==> src/rtl/gpu_bus_regs_pkg.sv <==
// Shared constants for the GPU host-bus register block: bus widths, register map, bit positions.
package gpu_bus_regs_pkg;

    localparam int unsigned DATA_W = 8;
    localparam int unsigned ADDR_W = 4;

    localparam logic [ADDR_W-1:0] REG_CTRL     = 4'd0;
    localparam logic [ADDR_W-1:0] REG_STATUS   = 4'd1;
    localparam logic [ADDR_W-1:0] REG_PTR_LO   = 4'd2;
    localparam logic [ADDR_W-1:0] REG_PTR_HI   = 4'd3;
    localparam logic [ADDR_W-1:0] REG_DATA     = 4'd4;
    localparam logic [ADDR_W-1:0] REG_INC      = 4'd5;
    localparam logic [ADDR_W-1:0] REG_SCROLL_X = 4'd6;
    localparam logic [ADDR_W-1:0] REG_SCROLL_Y = 4'd7;

    localparam int unsigned CTRL_VBL_IE = 0;
    localparam int unsigned CTRL_OVR_IE = 1;
    localparam int unsigned STAT_VBL    = 0;
    localparam int unsigned STAT_OVR    = 1;

endpackage

==> src/rtl/gpu_bus_regs_if.sv <==
// CPU side of the GPU host bus: asynchronous strobe with address/data/direction, and the irq line.
interface gpu_bus_regs_if;
    import gpu_bus_regs_pkg::*;

    logic [DATA_W-1:0] data;
    logic [ADDR_W-1:0] addr;
    logic              rw;
    logic              cs_clock;
    logic              irq;

    modport master (output data, addr, rw, cs_clock, input irq);
    modport slave  (input data, addr, rw, cs_clock, output irq);

endinterface

==> src/rtl/gpu_bus_regs_strobe_sync.sv <==
// Brings the asynchronous cs_clock strobe into the system clock and flags its falling edge.
module gpu_bus_regs_strobe_sync #(
    parameter int unsigned SYNC_STAGES = 2
) (
    input  logic clk,
    input  logic rst,
    input  logic cs_clock,
    output logic cs_s,
    output logic commit
);

    logic [SYNC_STAGES-1:0] sync_q;
    logic                   prev_q;

    always_ff @(posedge clk) begin
        if (rst) begin
            sync_q <= '0;
            prev_q <= 1'b0;
        end else begin
            sync_q <= {sync_q[SYNC_STAGES-2:0], cs_clock};
            prev_q <= sync_q[SYNC_STAGES-1];
        end
    end

    assign cs_s   = sync_q[SYNC_STAGES-1];
    assign commit = prev_q & ~cs_s;

endmodule

==> src/rtl/gpu_bus_regs.sv <==
// CPU-facing GPU register block: shadows bus accesses, commits writes on strobe fall, feeds VRAM.
module gpu_bus_regs
    import gpu_bus_regs_pkg::*;
#(
    parameter int unsigned SYNC_STAGES = 2,
    parameter int unsigned VRAM_AW     = 16,
    parameter int unsigned DEFAULT_INC = 1
) (
    input  logic               CLK100MHz,
    input  logic               rst,
    gpu_bus_regs_if.slave      bus,
    input  logic               frame_start,
    output logic [VRAM_AW-1:0] vram_addr,
    output logic [DATA_W-1:0]  vram_data,
    output logic               vram_valid,
    input  logic               vram_ready,
    output logic [DATA_W-1:0]  ctrl,
    output logic [DATA_W-1:0]  scroll_x,
    output logic [DATA_W-1:0]  scroll_y
);

    logic cs_s, commit;

    gpu_bus_regs_strobe_sync #(
        .SYNC_STAGES (SYNC_STAGES)
    ) u_strobe_sync (
        .clk      (CLK100MHz),
        .rst      (rst),
        .cs_clock (bus.cs_clock),
        .cs_s     (cs_s),
        .commit   (commit)
    );

    logic [ADDR_W-1:0]  sh_addr_q;
    logic [DATA_W-1:0]  sh_data_q;
    logic               sh_rw_q;
    logic [DATA_W-1:0]  ctrl_q, scroll_x_q, scroll_y_q, inc_q;
    logic [1:0]         status_q, status_d;
    logic [VRAM_AW-1:0] ptr_q, vram_addr_q;
    logic [DATA_W-1:0]  vram_data_q;
    logic               vram_valid_q, irq_q;

    // Bus fields are only trusted while the synchronised strobe is high.
    always_ff @(posedge CLK100MHz) begin
        if (rst) begin
            sh_addr_q <= '0;
            sh_data_q <= '0;
            sh_rw_q   <= 1'b1;
        end else if (cs_s) begin
            sh_addr_q <= bus.addr;
            sh_data_q <= bus.data;
            sh_rw_q   <= bus.rw;
        end
    end

    logic wr, data_busy;
    assign wr        = commit & ~sh_rw_q;
    assign data_busy = vram_valid_q & ~vram_ready;

    // Hardware sets take priority over the W1C clear.
    always_comb begin
        status_d = status_q;
        if (wr && sh_addr_q == REG_STATUS) status_d = status_q & ~sh_data_q[1:0];
        if (frame_start) status_d[STAT_VBL] = 1'b1;
        if (wr && sh_addr_q == REG_DATA && data_busy) status_d[STAT_OVR] = 1'b1;
    end

    always_ff @(posedge CLK100MHz) begin
        if (rst) begin
            ctrl_q       <= '0;
            scroll_x_q   <= '0;
            scroll_y_q   <= '0;
            inc_q        <= DATA_W'(DEFAULT_INC);
            ptr_q        <= '0;
            status_q     <= '0;
            vram_addr_q  <= '0;
            vram_data_q  <= '0;
            vram_valid_q <= 1'b0;
            irq_q        <= 1'b0;
        end else begin
            if (wr && sh_addr_q == REG_CTRL)     ctrl_q     <= sh_data_q;
            if (wr && sh_addr_q == REG_INC)      inc_q      <= sh_data_q;
            if (wr && sh_addr_q == REG_SCROLL_X) scroll_x_q <= sh_data_q;
            if (wr && sh_addr_q == REG_SCROLL_Y) scroll_y_q <= sh_data_q;
            if (wr && sh_addr_q == REG_PTR_LO)   ptr_q[7:0] <= sh_data_q;
            if (wr && sh_addr_q == REG_PTR_HI)   ptr_q[VRAM_AW-1:8] <= sh_data_q[VRAM_AW-9:0];

            if (wr && sh_addr_q == REG_DATA && !data_busy) begin
                vram_addr_q  <= ptr_q;
                vram_data_q  <= sh_data_q;
                vram_valid_q <= 1'b1;
                ptr_q        <= ptr_q + VRAM_AW'(inc_q);
            end else if (vram_ready) begin
                vram_valid_q <= 1'b0;
            end

            status_q <= status_d;
            irq_q    <= (status_q[STAT_VBL] & ctrl_q[CTRL_VBL_IE]) |
                        (status_q[STAT_OVR] & ctrl_q[CTRL_OVR_IE]);
        end
    end

    assign ctrl       = ctrl_q;
    assign scroll_x   = scroll_x_q;
    assign scroll_y   = scroll_y_q;
    assign vram_addr  = vram_addr_q;
    assign vram_data  = vram_data_q;
    assign vram_valid = vram_valid_q;
    assign bus.irq    = irq_q;

endmodule

==> src/flat_wrapper.sv <==
// flat-port wrapper written by rule: the top's interface ports become plain ports
module gpu_bus_regs_flat import gpu_bus_regs_pkg::*;
#(
    parameter int unsigned SYNC_STAGES = 2,
    parameter int unsigned VRAM_AW     = 16,
    parameter int unsigned DEFAULT_INC = 1
)
  (CLK100MHz, rst, frame_start, vram_addr, vram_data, vram_valid, vram_ready, ctrl, scroll_x, scroll_y, bus_data, bus_addr, bus_rw, bus_cs_clock, bus_irq);
  gpu_bus_regs_if bus_i ();
  input  logic CLK100MHz;
  input  logic rst;
  input  logic frame_start;
  output logic [VRAM_AW-1:0] vram_addr;
  output logic [DATA_W-1:0] vram_data;
  output logic vram_valid;
  input  logic vram_ready;
  output logic [DATA_W-1:0] ctrl;
  output logic [DATA_W-1:0] scroll_x;
  output logic [DATA_W-1:0] scroll_y;
  input wire logic [$bits(bus_i.data)-1:0] bus_data;
  input wire logic [$bits(bus_i.addr)-1:0] bus_addr;
  input wire logic [$bits(bus_i.rw)-1:0] bus_rw;
  input wire logic [$bits(bus_i.cs_clock)-1:0] bus_cs_clock;
  output wire logic [$bits(bus_i.irq)-1:0] bus_irq;
  assign bus_i.data = bus_data;
  assign bus_i.addr = bus_addr;
  assign bus_i.rw = bus_rw;
  assign bus_i.cs_clock = bus_cs_clock;
  assign bus_irq = bus_i.irq;
  gpu_bus_regs #(.SYNC_STAGES(SYNC_STAGES), .VRAM_AW(VRAM_AW), .DEFAULT_INC(DEFAULT_INC)) u_core (.CLK100MHz(CLK100MHz), .rst(rst), .bus(bus_i), .frame_start(frame_start), .vram_addr(vram_addr), .vram_data(vram_data), .vram_valid(vram_valid), .vram_ready(vram_ready), .ctrl(ctrl), .scroll_x(scroll_x), .scroll_y(scroll_y));
endmodule
==> config.mk <==
export PLATFORM = sky130hd
export DESIGN_NAME = gpu_bus_regs_flat
export DESIGN_NICKNAME = d
export VERILOG_FILES = /design/src/rtl/gpu_bus_regs_pkg.sv /design/src/rtl/gpu_bus_regs_if.sv /design/src/rtl/gpu_bus_regs_strobe_sync.sv /design/src/rtl/gpu_bus_regs.sv /design/src/flat_wrapper.sv
export SDC_FILE = /design/constraint.sdc
export NUM_CORES = 1
export LEC_CHECK = 0
export ABC_CLOCK_PERIOD_IN_PS = 3470
export CORE_ASPECT_RATIO = 1.75
export CORE_MARGIN = 2
export CORE_UTILIZATION = 40
export DETAILED_ROUTE_END_ITERATION = 10
export GPL_TIMING_DRIVEN = 0
export PLACE_DENSITY = 0.61
export SLEW_MARGIN = 10
export SYNTH_ARGS = -nofsm -noshare
export SYNTH_HDL_FRONTEND = slang
export SYNTH_SLANG_ARGS = --single-unit
==> constraint.sdc <==
create_clock -name CLK100MHz -period 3.47 [get_ports CLK100MHz]
set_input_delay 0.347 -clock CLK100MHz [delete_from_list [all_inputs] [get_ports CLK100MHz]]
set_output_delay 0.347 -clock CLK100MHz [all_outputs]
set_load 0.02 [all_outputs]
==> out/qor.tcl <==
set qor(synth_top_cell_area_share) 0.474
set qor(fp.dieArea_um2) 10600
set qor(routed-via-count) 3216
set qor(detailedPlacementHpwl_um) 6980
set qor(intPower_uw) 1660
set qor(synth_area_um2) 3890
set qor(max_cap_viol_count) 0
set qor(clk_latency_ps) 350
set qor(area.growth.synth_to_final_pct) 28.7
set qor(seqPwrFrac) 0.502
set qor(yosys_register_bits) 92
set qor(cp_cell_sequence) {ha_1, fa_1, a211oi_1, o21bai_1, a221oi_1, o311ai_0, a31oi_1}
set qor(grt_pass1_wl_um) 15900
set qor(cts_max_path_buffers) 2
set qor(grt.total_usage) 0.195
set qor(combPwrFrac) 0.035
set qor(ys.flop_type) {sky130_fd_sc_hd__dfxtp_1}
set qor(path_max_fanout) 8
set qor(synth_nets) 452
set qor(detail_route.wirelength_um) 9690
set qor(final_cell_count_no_fill) 629
set qor(cts_max_level) 3
set qor(postCtsResizedCells) 0
set qor(yosys-top-cells-area) {sky130_fd_sc_hd__dfxtp_1, sky130_fd_sc_hd__mux2i_1, sky130_fd_sc_hd__nand2_1}
set qor(asyncSetResetFlopFracSynth) 0
set qor(place_worst_setup_slack_ps) 794
set qor(wl_per_cell_um) 15.4
set qor(headroom_to_the_max_slew_limit) 0.361
set qor(clock_tree.root_cell) {sky130_fd_sc_hd__clkbuf_16}
set qor(synth-edff-count) 0
set qor(cp-start-kind) {flop}
set qor(post_synth_num_cell_types) 48
set qor(critPathRequiredTime_ps) 3740
set qor(cts.reportedPaths.clkPinSlew_ps) 70
set qor(synthesis.yosys.warnings) 0
set qor(drt_iter0_drc) 165
set qor(path_class) {flop to flop}
set qor(core_um2) 9470
set qor(number_of_global_route_vias_before_repair) 3188
set qor(finalHoldViolCount) 0
set qor(clock_sinks) 92
set qor(routability_congestion_estimate) 0.820
set qor(pleak_uw) 0.00188
set qor(max_stage_delay_ps) 820
set qor(top_post_synthesis_cells_by_count) {sky130_fd_sc_hd__dfxtp_1, sky130_fd_sc_hd__nand2_1, sky130_fd_sc_hd__nor2_1}
set qor(final-max-slew-violation-count) 0
set qor(power.density_nw_per_um2) 425
set qor(post_cts_hold_buffers) 0
set qor(avgViaCountPerCell) 5.11
set qor(clkPwrFrac) 0.463
set qor(tritoncts) {built}
set qor(achievable-frequency_mhz) 370
set qor(number_of_buffers_and_inverters_on_the_critical_path) 0
set qor(die_h_um) 134
set qor(global_route.overflow_total) 0
set qor(worst_path_max_delay_cell) {sky130_fd_sc_hd__a221oi_1}
set qor(cts-buffers-inserted) 9
set qor(largest_net_degree_at_the_start_of_global_routing) 17
set qor(run_status) {complete, no violations}
set qor(drt-pass1-iter-count) 4
set qor(yosysTopAreaCell) {sky130_fd_sc_hd__dfxtp_1}
set qor(post-route-period-util) 0.780
set qor(yosysSeqAreaShare) 0.474
set qor(unrepaired_setup_endpoints_after_global_routing) {false}
set qor(nNetsFinal) 529
set qor(post-synth-top-count-cell) {sky130_fd_sc_hd__dfxtp_1}
set qor(dp.cells) 613
set qor(post_route_cells_drive_above_1_share) 0.0552
set qor(worst_clock_skew_ps) 8.11
set qor(post_route_setup_slack_ps) 765
set qor(setup_tns_ps) 0
set qor(max_slew.worst_pin.slew_ps) 959
set qor(setup_viol) 0
set qor(die_x_um) 78.5
set qor(top_level_ports) 68
set qor(ir_worst_vdd_mv) 0.283
set qor(postCtsSetupRepairBufs) 0
set qor(timing.hold.worst.class) {flop to flop}
set qor(post_synth_inst_count) 425
set qor(antenna_found_initial) 0
set qor(sw_frac) 0.222
set qor(critPathTopFamily) {compound AO/OA/AOI/OAI gates}
set qor(average_footprint_of_a_synthesized_cell_um2) 9.15
set qor(timing.critical_path.arrival_ps) 2970
set qor(buffer_ports.inserted) 66
set qor(nFillCells) 937
set qor(drt.antenna.violating_nets) 0
set qor(diodes) 0
set qor(timing.critical_path.to_type) {flop}
set qor(placementRows) 47
set qor(final_critical_delay_including_setup_and_external_delays_ps) 2700
set qor(starting_density) 0.411
set qor(post-route-drc-count) 0
set qor(reported_net_switching_power_uw) 472
==> through the flow <==
step	hold slack, ps	cell area [um2]	utilization	total power (uW)
finish	438	5000	0.528	2130
global route	457	5000	0.528	2200
CTS	440	5000	0.528	2150
detailed placement	424	4700	0.497	1170
global placement	421	4700	0.497	1170
floorplan	414	3890	-	1130
==> flip-flops by register name (all words and copies together), names as in the netlist <==
name                         count
u_core.sh_data_q                 8
u_core.scroll_x                  8
u_core.inc_q                     8
u_core.ctrl                      8
u_core.ptr_q                    16
u_core.u_strobe_sync.prev_q      1
u_core.vram_valid                1
u_core.u_strobe_sync.sync_q      2
u_core.vram_addr                16
u_core.vram_data                 8
u_core.bus.irq                   1
u_core.scroll_y                  8
u_core.sh_addr_q                 4
u_core.sh_rw_q                   1
u_core.status_q                  2
==> per-layer routing <==
metal / global-route usage / wire (um) / part of all wire / vias up
met5: 0 / 0 / 0 / -
met4: 0.115 / 416 / 0.043 / 0
met3: 0.0330 / 302 / 0.031 / 25
met2: 0.344 / 5110 / 0.53 / 73
met1: 0.214 / 3860 / 0.40 / 1497
li1: - / - / - / 1621
==> area by class of cell <==
class                           count  area (um2)  area share
Multi-Input combinational cell    297        1890       0.377
Sequential cell                    92        1840       0.368
Timing Repair Buffer               66         661       0.132
Clock buffer                        9         225      0.0450
Tap cell                          122         153      0.0305
Buffer                             33         149      0.0298
Clock inverter                      7        76.3      0.0153
Inverter                            3        11.3     0.00225
==> power groups by stage <==
| stage | clock network [uW] | logic, uW | registers, uW |
|---|---|---|---|
| after floorplan | 0 | 39.6 | 1090 |
| after global placement | 0 | 74.4 | 1090 |
| after detailed placement | 0 | 75.4 | 1090 |
| after CTS | 1010 | 75.4 | 1070 |
| after global routing | 1050 | 81.2 | 1070 |
| final | 985 | 74.5 | 1070 |
==> cells by family (layout without fill, tap and decap cells) <==
group                      count (synthesis)  after routing  synth area share
AOI/OAI and AO/OA                         73             73             0.121
xor gates and xnor gates                   4              4           0.00901
adders and majority gates                  9              9            0.0309
and+or+nand+nor                          160            160             0.192
buffers and inverters                     36            118            0.0412
muxes                                     51             51             0.132
DFF                                       92             92             0.474
==> path summary, 6_finish.rpt <==
| check | startpoint | endpoint | slack [ps] | depth (start not counted) |
|---|---|---|---|---|
| min | u_core.u_strobe_sync.sync_q[0]$_SDFF_PP0_ | u_core.u_strobe_sync.sync_q[1]$_SDFF_PP0_ | 440 | 1 |
| max | u_core.ptr_q[0]$_SDFFE_PP0P_ | u_core.ptr_q[12]$_SDFFE_PP0P_ | 770 | 7 |
| max reg2reg | u_core.ptr_q[0]$_SDFFE_PP0P_ | u_core.ptr_q[12]$_SDFFE_PP0P_ | 770 | 7 |
| min reg2reg | u_core.u_strobe_sync.sync_q[0]$_SDFF_PP0_ | u_core.u_strobe_sync.sync_q[1]$_SDFF_PP0_ | 440 | 1 |
==> placed cells by master (no fill, tap or decap), types with 3 or more instances in the layout <==
master | synthesis | layout
sky130_fd_sc_hd__dfxtp_1 | 92 | 92
sky130_fd_sc_hd__clkdlybuf4s50_1 | 0 | 66
sky130_fd_sc_hd__nand2_1 | 63 | 63
sky130_fd_sc_hd__nor2_1 | 59 | 59
sky130_fd_sc_hd__mux2i_1 | 49 | 49
sky130_fd_sc_hd__a21oi_1 | 32 | 32
sky130_fd_sc_hd__clkbuf_1 | 27 | 27
sky130_fd_sc_hd__clkbuf_16 | 0 | 9
sky130_fd_sc_hd__ha_1 | 8 | 8
sky130_fd_sc_hd__a211oi_1 | 7 | 7
sky130_fd_sc_hd__a31oi_1 | 7 | 7
sky130_fd_sc_hd__or3_1 | 6 | 6
sky130_fd_sc_hd__nand3_1 | 5 | 5
sky130_fd_sc_hd__o211ai_1 | 5 | 5
sky130_fd_sc_hd__nor2b_1 | 4 | 4
sky130_fd_sc_hd__and3_1 | 4 | 4
sky130_fd_sc_hd__a21o_1 | 4 | 4
sky130_fd_sc_hd__buf_6 | 3 | 3
sky130_fd_sc_hd__inv_1 | 3 | 3
sky130_fd_sc_hd__o21ai_0 | 3 | 3
sky130_fd_sc_hd__nor3_1 | 3 | 3
sky130_fd_sc_hd__o21bai_1 | 3 | 3
No activity file was read; power rests on OpenSTA's default activity.
